--- config.mk ---
export PLATFORM = sky130hd
export DESIGN_NAME = input_port_unit
export DESIGN_NICKNAME = d
export VERILOG_FILES = /design/src/rtl/input_port_unit.sv
export SDC_FILE = /design/constraint.sdc
export NUM_CORES = 1
export LEC_CHECK = 0
export ABC_AREA = 1
export ABC_CLOCK_PERIOD_IN_PS = 2600
export CORE_MARGIN = 2
export CORE_UTILIZATION = 50
export CTS_BUF_LIST = sky130_fd_sc_hd__clkbuf_2
export DETAILED_ROUTE_END_ITERATION = 7
export GPL_ROUTABILITY_DRIVEN = 0
export PLACE_DENSITY_LB_ADDON = 0.12
export REMOVE_ABC_BUFFERS = 1
export SYNTH_ARGS = -nofsm -noshare
export SYNTH_HDL_FRONTEND = slang
export SYNTH_SLANG_ARGS = --single-unit
export TNS_END_PERCENT = 20
--- constraint.sdc ---
create_clock -name clk -period 2.6 [get_ports clk]
set_clock_uncertainty 0.05 [all_clocks]
set_input_delay 0.39 -clock clk [delete_from_list [all_inputs] [get_ports clk]]
set_output_delay 0.39 -clock clk [all_outputs]
set_load 0.01 [all_outputs]
--- src/rtl/input_port_unit.sv ---
// Router input port: per-VC flit FIFOs, per-VC IDLE/ROUTING/ACTIVE FSM with XY routing,
// switch-allocation requests and credit return. Optional INPUT_PORT_OVERFLOW_CHECK_EN flag.
module input_port_unit #(
  parameter int unsigned VC_NUM  = 2,
  parameter int unsigned DEPTH   = 4,
  parameter int unsigned FLIT_W  = 32,
  parameter int unsigned COORD_W = 2,
  parameter int unsigned CUR_X   = 0,
  parameter int unsigned CUR_Y   = 0,
  localparam int unsigned VC_W   = (VC_NUM > 1) ? $clog2(VC_NUM) : 1
) (
  input  logic                       clk,
  input  logic                       RSTn,
  input  logic                       flit_in_valid,
  input  logic [VC_W-1:0]            flit_in_vc,
  input  logic [FLIT_W-1:0]          flit_in,
  output logic [VC_NUM-1:0]          vc_request,
  output logic [VC_NUM-1:0][2:0]     vc_target_port,
  input  logic [VC_NUM-1:0]          vc_grant,
  output logic                       flit_out_valid,
  output logic [FLIT_W-1:0]          flit_out,
  output logic [2:0]                 flit_out_port,
  output logic                       credit_out_valid,
  output logic [VC_W-1:0]            credit_out_vc,
  output logic                       overflow_err
);

  localparam int unsigned AW = $clog2(DEPTH);
  localparam logic [2:0] PortLocal = 3'd0;
  localparam logic [2:0] PortEast  = 3'd1;
  localparam logic [2:0] PortWest  = 3'd2;
  localparam logic [2:0] PortNorth = 3'd3;
  localparam logic [2:0] PortSouth = 3'd4;

  typedef enum logic [1:0] {StIdle, StRouting, StActive} vc_state_e;

  vc_state_e         state  [VC_NUM];
  logic [AW:0]       wr_ptr [VC_NUM];
  logic [AW:0]       rd_ptr [VC_NUM];
  logic [FLIT_W-1:0] mem    [VC_NUM][DEPTH];
  logic [FLIT_W-1:0] front  [VC_NUM];

  logic [VC_NUM-1:0] empty, full, wr_en, want_discard, served, discard, pop;
  logic              served_any, discard_any;
  logic [VC_W-1:0]   served_idx, discard_idx;

  function automatic logic [2:0] xy_route(input logic [FLIT_W-1:0] f);
    logic [COORD_W-1:0] dx, dy;
    dx = f[2*COORD_W-1:COORD_W];
    dy = f[COORD_W-1:0];
    if (dx > COORD_W'(CUR_X))      return PortEast;
    else if (dx < COORD_W'(CUR_X)) return PortWest;
    else if (dy > COORD_W'(CUR_Y)) return PortNorth;
    else if (dy < COORD_W'(CUR_Y)) return PortSouth;
    else                           return PortLocal;
  endfunction

  always_comb begin
    empty        = '0;
    full         = '0;
    wr_en        = '0;
    want_discard = '0;
    vc_request   = '0;
    for (int v = 0; v < VC_NUM; v++) begin
      front[v]        = mem[v][rd_ptr[v][AW-1:0]];
      empty[v]        = (wr_ptr[v] == rd_ptr[v]);
      full[v]         = (wr_ptr[v][AW] != rd_ptr[v][AW]) &&
                        (wr_ptr[v][AW-1:0] == rd_ptr[v][AW-1:0]);
      wr_en[v]        = flit_in_valid && (flit_in_vc == VC_W'(v)) && !full[v];
      want_discard[v] = (state[v] == StIdle) && !empty[v] && !front[v][FLIT_W-1];
      vc_request[v]   = (state[v] == StActive) && !empty[v];
    end
  end

  // One credit per cycle: a grant pop wins, otherwise the lowest discarding VC is served.
  always_comb begin
    served      = '0;
    discard     = '0;
    served_any  = 1'b0;
    discard_any = 1'b0;
    served_idx  = '0;
    discard_idx = '0;
    for (int v = 0; v < VC_NUM; v++) begin
      if (vc_grant[v] && vc_request[v] && !served_any) begin
        served[v]  = 1'b1;
        served_idx = VC_W'(v);
        served_any = 1'b1;
      end
    end
    for (int v = 0; v < VC_NUM; v++) begin
      if (want_discard[v] && !served_any && !discard_any) begin
        discard[v]  = 1'b1;
        discard_idx = VC_W'(v);
        discard_any = 1'b1;
      end
    end
    pop = served | discard;
  end

  always_ff @(posedge clk or negedge RSTn) begin
    if (!RSTn) begin
      for (int v = 0; v < VC_NUM; v++) begin
        wr_ptr[v]         <= '0;
        rd_ptr[v]         <= '0;
        state[v]          <= StIdle;
        vc_target_port[v] <= PortLocal;
      end
    end else begin
      for (int v = 0; v < VC_NUM; v++) begin
        if (wr_en[v]) wr_ptr[v] <= wr_ptr[v] + 1'b1;
        if (pop[v])   rd_ptr[v] <= rd_ptr[v] + 1'b1;
        unique case (state[v])
          StIdle: begin
            if (!empty[v] && front[v][FLIT_W-1]) state[v] <= StRouting;
          end
          StRouting: begin
            vc_target_port[v] <= xy_route(front[v]);
            state[v]          <= StActive;
          end
          StActive: begin
            if (served[v] && front[v][FLIT_W-2]) state[v] <= StIdle;
          end
          default: state[v] <= StIdle;
        endcase
      end
    end
  end

  always_ff @(posedge clk) begin
    for (int v = 0; v < VC_NUM; v++) begin
      if (wr_en[v]) mem[v][wr_ptr[v][AW-1:0]] <= flit_in;
    end
  end

  always_ff @(posedge clk or negedge RSTn) begin
    if (!RSTn) begin
      flit_out_valid   <= 1'b0;
      flit_out         <= '0;
      flit_out_port    <= PortLocal;
      credit_out_valid <= 1'b0;
      credit_out_vc    <= '0;
    end else if (served_any) begin
      flit_out_valid   <= 1'b1;
      flit_out         <= front[served_idx];
      flit_out_port    <= vc_target_port[served_idx];
      credit_out_valid <= 1'b1;
      credit_out_vc    <= served_idx;
    end else if (discard_any) begin
      flit_out_valid   <= 1'b0;
      credit_out_valid <= 1'b1;
      credit_out_vc    <= discard_idx;
    end else begin
      flit_out_valid   <= 1'b0;
      credit_out_valid <= 1'b0;
    end
  end

`ifdef INPUT_PORT_OVERFLOW_CHECK_EN
  always_ff @(posedge clk or negedge RSTn) begin
    if (!RSTn)                                  overflow_err <= 1'b0;
    else if (flit_in_valid && full[flit_in_vc]) overflow_err <= 1'b1;
  end
`else
  assign overflow_err = 1'b0;
`endif

endmodule

==> results of run 1 <==
==> kinds of logic (layout without fill, tap and decap cells) <==
| kind of cell | Yosys count | after routing |
|---|---|---|
| other | 1 | 5 |
| flip-flops | 313 | 313 |
| buffers and inverters | 91 | 302 |
| AND/OR/NAND/NOR | 415 | 415 |
| adder cells (fa/ha/maj) | 10 | 10 |
| AO/OA/AOI/OAI | 172 | 172 |
| XOR/XNOR | 6 | 6 |
==> critical path: stages, from the launching register on <==
cell and delay (ns):
dfrtp_1 0.42, inv_2 0.10, nand2_1 0.07, nand2_1 0.09, nand3_2 0.10, nand2_1 0.07
inv_1 0.03, dlygate4sd2_1 0.27
==> per-stage QoR <==
stage               utilization [%]  hold WS, ns
floorplan                         -       0.0444
global placement               56.0        0.387
detailed placement             56.0        0.390
CTS                            59.3        0.130
global route                   59.3        0.157
finish                         59.3        0.218
==> sequential cells by signal, summed over array words and instances, names as in the netlist <==
name and count:
flit_out 32, rd_ptr 6, state 4, flit_out_port 2, vc_target_port 4, mem 256, credit_out_valid 1, credit_out_vc 1
wr_ptr 6, flit_out_valid 1
==> worst max path at each step <==
stage | endpoint | depth (start not counted) | slack [ns] | startpoint
CTS | vc_request[0] | 7 | 0.13 | wr_ptr[3]
floorplan | mem[0][0] | 6 | -2.01 | rd_ptr[3]
global route | vc_request[1] | 7 | 0.07 | wr_ptr[0]
global placement | mem[0][140] | 4 | 0.37 | flit_in_valid
finish | vc_request[1] | 7 | 0.22 | wr_ptr[0]
detailed placement | mem[0][236] | 4 | 0.33 | flit_in_valid
==> cell type report <==
cell class	count	area share, %
diodes	1	0.0173
clock buffers	119	4.13
clock inverters	25	0.989
multi-input cells	607	20.1
well taps	324	2.81
inverters	37	0.980
repair buffers	121	7.75
flip-flops and latches	313	63.2
==> power breakdown <==
part / total, W / internal (W) / switching, W / leakage, nW
clock: 0.00329 / 0.00133 / 0.00196 / 0.549
sequential: 0.00669 / 0.00634 / 0.000355 / 3.02
combinational: 0.00554 / 0.00200 / 0.00354 / 1.97
==> metal layers <==
layer / wire length (um) / track usage, %
met1: 12700 / 30.7
met2: 12800 / 34.2
met3: 1650 / 4.26
met4: 435 / 7.75
met5: 0 / 0
==> what timing repair did <==
action                                 4_1_cts  5_1_grt
setup buffers                                7        0
gates resized for setup                      7        0
setup endpoints to repair                    2        0
endpoints found under the hold margin       57        0
hold buffers                                 2        0
==> cell usage in the layout, fill, tap and decap left out, types with 2 or more instances in the layout <==
master             n
inv_1             27
nor2_4             8
edfxtp_1         256
clkdlybuf4s50_1   77
nand4_1            6
nand2_4            2
clkinv_1          18
dfrtp_2            2
o22a_1             2
clkinvlp_4         3
nand3_1           61
nand2_1          209
conb_1             4
a21oi_1            4
nand3_2            3
nor2_1           120
xor2_1             4
ha_1              10
clkbuf_2         119
buf_4             38
dfrtp_1           55
clkinv_4           2
dlygate4sd3_1      2
inv_2              9
dlygate4sd2_1      2
o22ai_1           49
o21ai_0          115
==> run metrics, run 1 <==
count of state elements after synthesis=313; total global-route track usage=between 20% and 30%; largest net degree at the start of global routing=66; wire per inst=approximately 18 um; Fmax=0.420 GHz; MaxCap Viol Count=0; simple logic cell fraction of the synthesized area=13.8%; synth top area cells=edfxtp_1 (62%), dfrtp_1 (12%), nand2_1 (6.3%); Worst Setup End Kind=output pin; Die Area=26000 um^2; R2R Path Start=rd_ptr[4]; die height=161 um; Final HPWL DP=approximately 16000 um; CTS Root Cell=clkbuf_2; 1st-iter DRT viols=697; relative slew slack=52.9%; period utilization=about nine tenths; first-pass GRT wire length=~44000 um; vias in the first global route=8172; # IOs=85; routed via count=8117; Layout area overhead=16.5%; Tot Pwr=approximately 0.016 W; placement row count=57; most numerous cell in the Yosys netlist=edfxtp_1; Syn Area/Cell=12.3 um^2; Crit Reg-Reg Endpoint=rd_ptr[5]; most frequent cells after synthesis=edfxtp_1 (256), nand2_1 (209), nor2_1 (129); Final min period=2.38 ns; final std cells w/o fill=1547; RSZ-0062 raised after global routing=false; Crit Path Max Fanout=4; Worst Hold End=mem[0][28]; Initial Util=50.9%; # DRC=0; peak supply drop=0.000541 V; Die Wd=161 um; Synthesis Warnings=0; antenna violations before repair=1; r2r setup slk=0.42 ns; leak pwr=5.54 nW; critical path class=flop to output pin; main combinational cell family by area after synthesis=simple AND/OR/NAND/NOR gates; IO Port Bufs=80; netlist area before placement=12400 um^2; final hold vios=0; Sink Count=around 310; dpl ws=0.327 ns; TritonRoute pass-1 iters=5; number of synthesized flops with an enable pin=256; WP data required=between 2 and 2.5 ns; CTS Buffer Depth=3; Num CTS Buffers=a little under 80; type of origin of the critical path=flop; routed wire length=around 28000 um; vias per cell=approximately 5.2; Post-Synth XOR/XNOR Area=0.424%; synthesized instance count=1008; overall overflow remaining after global route=0; area of the multi-input gates=around 2900 um^2; clk_lat worst skew=0.83 ns; Hold Path Origin=flit_in[28]; Final Worst Setup Slack=0.220 ns; # setup viols final=0; # placed instances=between 1000 and 1500; run status=complete, no violations; worst slew pin tran=0.706 ns; worst hold path type=input pin to flop; Final Instance Area=~14000 um^2; ys flop type=edfxtp_1; FILL cells=1994; Async S/R FF share, synth=~18%; Synth top area share=between 60% and 70%; Final ANT Viol Nets=0; CTS tree=done; register area share after synthesis=about 74%; Adder-Cell Fraction of Synth Area=1.01%; Fin Setup TNS=0 ns; post-synth top area cell=edfxtp_1; library cells used by synthesis=31; PwrDens=approximately 1100 nW/um^2; post-synthesis mux area share=0%; worst hold path stage count=1; compound-cell area share of the yosys netlist=7.55%; register area=9120 um^2; H-tree depth=3; share of cells above drive strength 1=about 16%; Slew Limit Fails=0; clock-pin transition on the worst setup and hold timing paths=0.12 ns; R2R depth=9; Layout Nets=1207; crit path DAT=1.94 ns; core box area=24300 um^2; placed instance area=about 14000 um^2
Note: power is estimated with default switching activity, not from simulation.
==> run 2: changes to the inputs <==
Settings changed: CAP_MARGIN set to 20, CTS_BUF_LIST sky130_fd_sc_hd__clkbuf_2 to not set, SLEW_MARGIN set to 10.
==> run metrics, run 2 (same netlist as run 1, synthesis figures left out) <==
# IOs=85; antenna violations before repair=0; wire per inst=18.6 um; placement row count=57; R2R depth=7; final std cells w/o fill=1451; relative slew slack=52.0%; vias per cell=5.40; die height=161 um; core box area=24300 um^2; ANT cells=0; Worst Setup End Kind=output pin; Die Area=about 26000 um^2; overall overflow remaining after global route=0; final hold vios=0; Final HPWL DP=16300 um; most frequent cells in the layout=edfxtp_1 (256), nand2_1 (209), nor2_1 (121); # placed instances=1393; TritonRoute pass-1 iters=5; routed via count=7839; clk_lat worst skew=0.55 ns; end-of-flow core utilization=between 60% and 70%; total global-route track usage=21.2%; period utilization=94.4%; r2r setup slk=0.44 ns; Crit Path Max Fanout=4; worst slew pin tran=0.718 ns; type of origin of the critical path=flop; largest net degree at the start of global routing=66; hold_ws=between 0.3 and 0.4 ns; leak pwr=5.48 nW; clock-pin transition on the worst setup and hold timing paths=0.06 ns; routed wire length=27000 um; Layout area overhead=18.7%; run status=complete, no violations; 1st-iter DRT viols=759; most common cell after layout, fill and taps aside=edfxtp_1; crit path DAT=2.01 ns; worst hold path type=input pin to asynchronous set/reset pin; first-pass GRT wire length=roughly 43000 um; PwrDens=1150 nW/um^2; MaxCap Viol Count=0; CTS Buffer Depth=3; Fin Setup TNS=0 ns; vias in the first global route=7635; critical path class=flop to output pin; Fmax=0.407 GHz; Post-CTS Setup Bufs=0; IO Port Bufs=80; WP data required=approximately 2.2 ns; CTS tree=done; share of cells above drive strength 1=9.76%; H-tree depth=1; Num CTS Buffers=31; Slew Limit Fails=0; Final Instance Area=14700 um^2; CTS Root Cell=clkbuf_16; Initial Util=50.9%; Crit Reg-Reg Endpoint=mem[0][236]; placed instance area=about 14000 um^2; Final min period=around 2.5 ns; Layout Nets=1151; Sink Count=313; peak supply drop=0.000680 V; # DRC=0; # setup viols final=0; R2R Path Start=wr_ptr[0]; Largest register FFs=around 260; Die Wd=161 um; RSZ-0062 raised after global routing=false; Final ANT Viol Nets=0
## run 2: cell types whose count changed in the layout (fill, tap and decap cells not counted), moves of 3 or more
cell and delta:
clkinv_1 -15, clkinv_2 +7, clkbuf_2 -119, clkbuf_16 +31, clkbuf_8 +3, clkbuf_1 +3, bufinv_16 +5, buf_4 -7
## run 2: layout make-up
cell class	instances	area, um^2
Fill cell	1924	9620
Sequential cell	313	9120
Clock inverter	20	255
Multi-Input combinational cell	607	2900
Clock buffer	37	828
Inverter	37	141
Tap cell	324	405
Timing Repair Buffer	113	1060
## run 2: metrics by stage
stage / total power (W) / worst slack (ns)
3_3_place_gp: 0.0122 / 0.374
5_1_grt: 0.0179 / 0.0304
4_1_cts: 0.0170 / 0.0665
3_5_place_dp: 0.0123 / 0.327
6_report: 0.0169 / 0.146
2_1_floorplan: 0.00994 / -2.01
## run 2: repair_timing
action,in CTS,in global routing
endpoints found under the setup margin,0,1
endpoints found under the hold margin,57,0
resized for setup,0,1
hold buffers,1,0
## run 2: layer usage
metal	vias up	part of all wire [%]	global-route usage, %
met5	-	0	0
met4	0	1.6	4.79
met3	36	5.6	2.82
met2	213	47	33.6
met1	3863	46	31.5
li1	3727	-	-
## run 2: how the worst max path moves through the flow
stage                        startpoint       endpoint  slack (ns)  depth (start not counted)
after floorplan               rd_ptr[3]      mem[0][0]       -2.01                          6
after global placement    flit_in_valid    mem[0][140]        0.37                          4
after detailed placement  flit_in_valid    mem[0][236]        0.33                          4
after CTS                     wr_ptr[3]  vc_request[0]        0.07                          7
after global routing          wr_ptr[0]  vc_request[1]        0.03                          7
final                         wr_ptr[0]  vc_request[1]        0.15                          7
## run 2: where the power goes
part           total, W  switching [W]  internal, W
Sequential      0.00671       0.000363      0.00635
Clock           0.00468        0.00183      0.00286
Combinational   0.00546        0.00352      0.00194
## run 2: worst max-delay path, stage by stage, from the launching register on
cell and delay [ns]:
dfrtp_1 0.42, inv_1 0.15, nand2_1 0.07, nand2_1 0.09, nand3_2 0.14, nand2_1 0.09, inv_1 0.03, clkdlybuf4s50_1 0.46
